## config.mk

```make
export PLATFORM = sky130hd
export DESIGN_NAME = mips_bus_arbiter
export DESIGN_NICKNAME = d
export VERILOG_FILES = /design/src/rtl/mips_bus_arbiter.sv
export SDC_FILE = /design/constraint.sdc
export NUM_CORES = 1
export LEC_CHECK = 0
export ABC_AREA = 1
export BUFFER_PORTS_ARGS = -buffer_cell sky130_fd_sc_hd__buf_4
export CAP_MARGIN = 20
export CORE_AREA = 2 2 96 98
export DETAILED_ROUTE_END_ITERATION = 7
export DIE_AREA = 0 0 98 100
export PLACE_DENSITY = 0.68
export SKIP_CTS_REPAIR_TIMING = 1
export SKIP_LAST_GASP = 1
export SLEW_MARGIN = 20
export SYNTH_ARGS = -nofsm -noshare
export SYNTH_HDL_FRONTEND = slang
export SYNTH_SLANG_ARGS = --single-unit
```

## constraint.sdc

```tcl
create_clock -name clk -period 3.57 [get_ports clk]
set_clock_uncertainty 0.1 [all_clocks]
set_input_delay 0.1785 -clock clk [delete_from_list [all_inputs] [get_ports clk]]
set_output_delay 0.1785 -clock clk [all_outputs]
set_load 0.01 [all_outputs]
```

## src/rtl/mips_bus_arbiter.sv

```systemverilog
// Two-port (fetch/data) arbiter onto one shared memory bus, one transaction outstanding.
// Optional macro ARB_RR_EN selects round-robin priority; default build gives data fixed priority.
module mips_bus_arbiter (
  input  logic        clk,
  input  logic        reset,
  input  logic [31:0] i_address,
  input  logic        i_read,
  output logic        i_waitrequest,
  output logic        i_readdatavalid,
  input  logic [31:0] d_address,
  input  logic        d_read,
  input  logic        d_write,
  input  logic [31:0] d_writedata,
  input  logic [3:0]  d_byteenable,
  output logic        d_waitrequest,
  output logic        d_readdatavalid,
  output logic [31:0] m_readdata,
  output logic [31:0] address,
  output logic [31:0] writedata,
  output logic        read,
  output logic        write,
  output logic [3:0]  byteenable,
  input  logic        waitrequest,
  input  logic [31:0] readdata,
  output logic [1:0]  grant
);

  typedef enum logic [2:0] {
    S_IDLE,
    S_GNT_I,
    S_GNT_D,
    S_RDATA_I,
    S_RDATA_D
  } state_t;

  state_t      r_state;
  state_t      w_state_next;
  logic [31:0] r_m_readdata;
  logic        r_i_rdv;
  logic        r_d_rdv;
  logic        w_d_req;
  logic        w_pick_data;

  assign w_d_req = d_read | d_write;

`ifdef ARB_RR_EN
  logic r_last_data;

  // Reset as if data went last so that fetch wins the first contested round.
  always_ff @(posedge clk) begin
    if (!reset) begin
      r_last_data <= 1'b1;
    end else if (r_state == S_IDLE && (i_read || w_d_req)) begin
      r_last_data <= w_pick_data;
    end
  end

  assign w_pick_data = w_d_req && (!i_read || !r_last_data);
`else
  assign w_pick_data = w_d_req;
`endif

  always_ff @(posedge clk) begin
    if (!reset) begin
      r_state <= S_IDLE;
    end else begin
      r_state <= w_state_next;
    end
  end

  always_comb begin
    w_state_next = r_state;
    case (r_state)
      S_IDLE: begin
        if (w_pick_data) begin
          w_state_next = S_GNT_D;
        end else if (i_read) begin
          w_state_next = S_GNT_I;
        end
      end
      S_GNT_I: begin
        if (!i_read) begin
          w_state_next = S_IDLE;
        end else if (!waitrequest) begin
          w_state_next = S_RDATA_I;
        end
      end
      S_GNT_D: begin
        // A simultaneous read+write is a write, so it never waits for read data.
        if (!w_d_req) begin
          w_state_next = S_IDLE;
        end else if (!waitrequest) begin
          w_state_next = d_write ? S_IDLE : S_RDATA_D;
        end
      end
      S_RDATA_I, S_RDATA_D: w_state_next = S_IDLE;
      default:              w_state_next = S_IDLE;
    endcase
  end

  always_comb begin
    address       = 32'h0;
    writedata     = 32'h0;
    read          = 1'b0;
    write         = 1'b0;
    byteenable    = 4'h0;
    i_waitrequest = 1'b1;
    d_waitrequest = 1'b1;
    grant         = 2'b00;
    case (r_state)
      S_GNT_I: begin
        address       = i_address;
        read          = i_read;
        byteenable    = 4'hF;
        i_waitrequest = waitrequest;
        grant         = 2'b01;
      end
      S_GNT_D: begin
        address       = d_address;
        writedata     = d_writedata;
        write         = d_write;
        read          = d_read & ~d_write;
        byteenable    = d_byteenable;
        d_waitrequest = waitrequest;
        grant         = 2'b10;
      end
      S_RDATA_I: grant = 2'b01;
      S_RDATA_D: grant = 2'b10;
      default: ;
    endcase
  end

  // Read data arrives during RDATA_x and is presented, with its valid pulse, one cycle later.
  always_ff @(posedge clk) begin
    if (!reset) begin
      r_m_readdata <= 32'h0;
      r_i_rdv      <= 1'b0;
      r_d_rdv      <= 1'b0;
    end else begin
      r_i_rdv <= (r_state == S_RDATA_I);
      r_d_rdv <= (r_state == S_RDATA_D);
      if (r_state == S_RDATA_I || r_state == S_RDATA_D) begin
        r_m_readdata <= readdata;
      end
    end
  end

  assign m_readdata      = r_m_readdata;
  assign i_readdatavalid = r_i_rdv;
  assign d_readdatavalid = r_d_rdv;

endmodule

```

==> impl_metrics.tcl <==
set metrics [dict create \
    syn-cell-area_um2 2040 \
    yosys_warnings 0 \
    cts.htree.levels 2 \
    io_pins 246 \
    timing.final.hold_violations 0 \
    start_kind "flip-flop" \
    worstPathArrival_ns 2.01 \
    synthArstFlopShare_pct 0 \
    cts_num_sinks 37 \
    slew_headroom_pct 42.1 \
    drcViolationCount 0 \
    syn_inst 304 \
    fin_crit_sh_pct 64.2 \
    rows 35 \
    num_vias 2795 \
    io_buffers 245 \
    finalNetCount 677 \
    setup_viol 0 \
    rsz0062_at_grt "no" \
    root_buffer "clkbuf_8" \
    layout_common_cells "buf_4 (247), nor2_1 (105), inv_1 (39), dfxtp_1 (37)" \
    clk_latency_ns 0.28 \
    finalSetupTns_ns 0 \
    critPathMaxFanout 25 \
    worst-setup-path-type "reg -> out" \
    antenna_left 0 \
    grt_max_degree 36 \
    max_cap_viol_count 0 \
    syn-num-nets 442 \
    tightest_slew_ns 0.866 \
    synth-seq-area-share_pct 36.3 \
    vdd_drop_max_mv 0.261 \
    area_growth_pct 95.6 \
    clk_pin_slew_worst_paths_ns 0.07 \
    wl_um 8610 \
    core_area_um2 8890 \
    ys.flop_type "dfxtp_1" \
    drt_iter0_drc 82 \
    postLayoutCoreUtil_pct 44.8 \
    power_density_nw_per_um2 409 \
    final_common_cell "buf_4" \
    rrSetupSlack_ns 1.56 \
    syn-mean-instance-area_um2 6.70 \
    post-route-min-period_ns 2.29 \
    p_total_mw 1.63 \
    firstDrtPassIters 4 \
    hp-class "in -> reg" \
    overflow 0 \
    postPlaceCellArea_um2 3900 \
    grt_pass1_wl_um 12900 \
    cp-end-kind "output pin" \
    grt_pass1_vias 2621 \
    worstPathRequired_ns 3.29 \
    fp.dieH_um 100 \
    wire_per_inst_um 13.2 \
    status "completed" \
    drive_gt1_share_pct 48.5 \
    cts_tree "yes" \
    track_usage_pct 16.1 \
    dieArea_um2 9800 \
    cts_buffers 5 \
    die_w_um 98 \
    antenna_found_initial 0 \
    final_max_slew_viol_count 0 \
    synth_edf_count 0 \
    gp_congestion 0.827 \
    synth_cell_types 18 \
    start_util_pct 22.9 \
    fin_area_um2 3990 \
    cts_buffer_depth 2 \
    diodes 0 \
    dpl.hpwl_um 6930 \
    vias_per_cell 4.29 \
    fmax_mhz 437 \
    p_leak_nw 2.31 \
    ys_seq_elements 37 \
]
## cell families (layout without fill, tap and decap cells)
group,after synthesis,in the layout,share of synthesized area (%)
AND/OR/NAND/NOR,141,141,27.8
AO/OA/AOI/OAI,64,64,21.6
buffers and inverters,62,298,14.2
flip-flops,37,37,36.3
## worst max-delay path, cell delays in order (launching register included)
cell and delay (ns):
dfxtp_1 0.40, inv_2 0.08, nor3_4 0.67, buf_4 0.31
a22o_1 0.15, buf_4 0.11
## metal layers
metal  share of wire, %  global-route usage [%]  vias to the layer above
li1                   -                       -                     1426
met1                 39                    18.9                     1235
met2                 51                    29.7                      125
met3                8.3                    4.04                        9
met4                1.2                    3.53                        0
met5                  0                       0                        -
## through the flow
step / worst slack [ns] / cells / hold slack, ns
global route: 1.08 / 651 / 0.0121
finish: 1.28 / 651 / 0.0132
floorplan: 2.21 / 304 / 0.213
CTS: 1.24 / 651 / 0.00271
global placement: 1.61 / 643 / 0.299
detailed placement: 1.55 / 643 / 0.305
## power by group
part           total (mW)  leakage, nW  internal [mW]  switching, mW
sequential          0.491        0.300          0.461         0.0298
clock               0.283       0.0385          0.138          0.145
combinational       0.857         1.97          0.445          0.412
total                1.63         2.31           1.04          0.587
## cell type report
| cell class | instances | area [um2] |
|---|---|---|
| Timing Repair Buffer | 247 | 1850 |
| Tap cell | 111 | 139 |
| Clock buffer | 7 | 76.3 |
| Inverter | 43 | 161 |
| Clock inverter | 1 | 7.51 |
| Multi-Input combinational cell | 205 | 1010 |
| Sequential cell | 37 | 741 |
| Fill cell | 887 | 4900 |
## cells in the mapped netlist, types with 3 or more instances
library cell | number | area [um2]
a22o_1 | 32 | 280
buf_2 | 7 | 35.0
buf_6 | 6 | 67.6
clkbuf_1 | 3 | 11.3
clkbuf_2 | 3 | 15.0
dfxtp_1 | 37 | 741
inv_1 | 39 | 146
inv_2 | 4 | 15.0
nand2_1 | 25 | 93.8
nand3_1 | 5 | 25.0
nor2_1 | 105 | 394
o21ai_0 | 32 | 160
## flip-flops by register name (all words and copies together) (netlist names)
register	cells
d_readdatavalid	1
i_readdatavalid	1
m_readdata	32
r_state	3
## final timing paths
path / to / from / cells after the start
min: m_readdata[5] / readdata[5] / 3
max reg2reg: m_readdata[28] / r_state[2] / 5
max: address[11] / r_state[0] / 5
min reg2reg: m_readdata[25] / m_readdata[25] / 2
No activity file was read; power rests on OpenSTA's default activity.
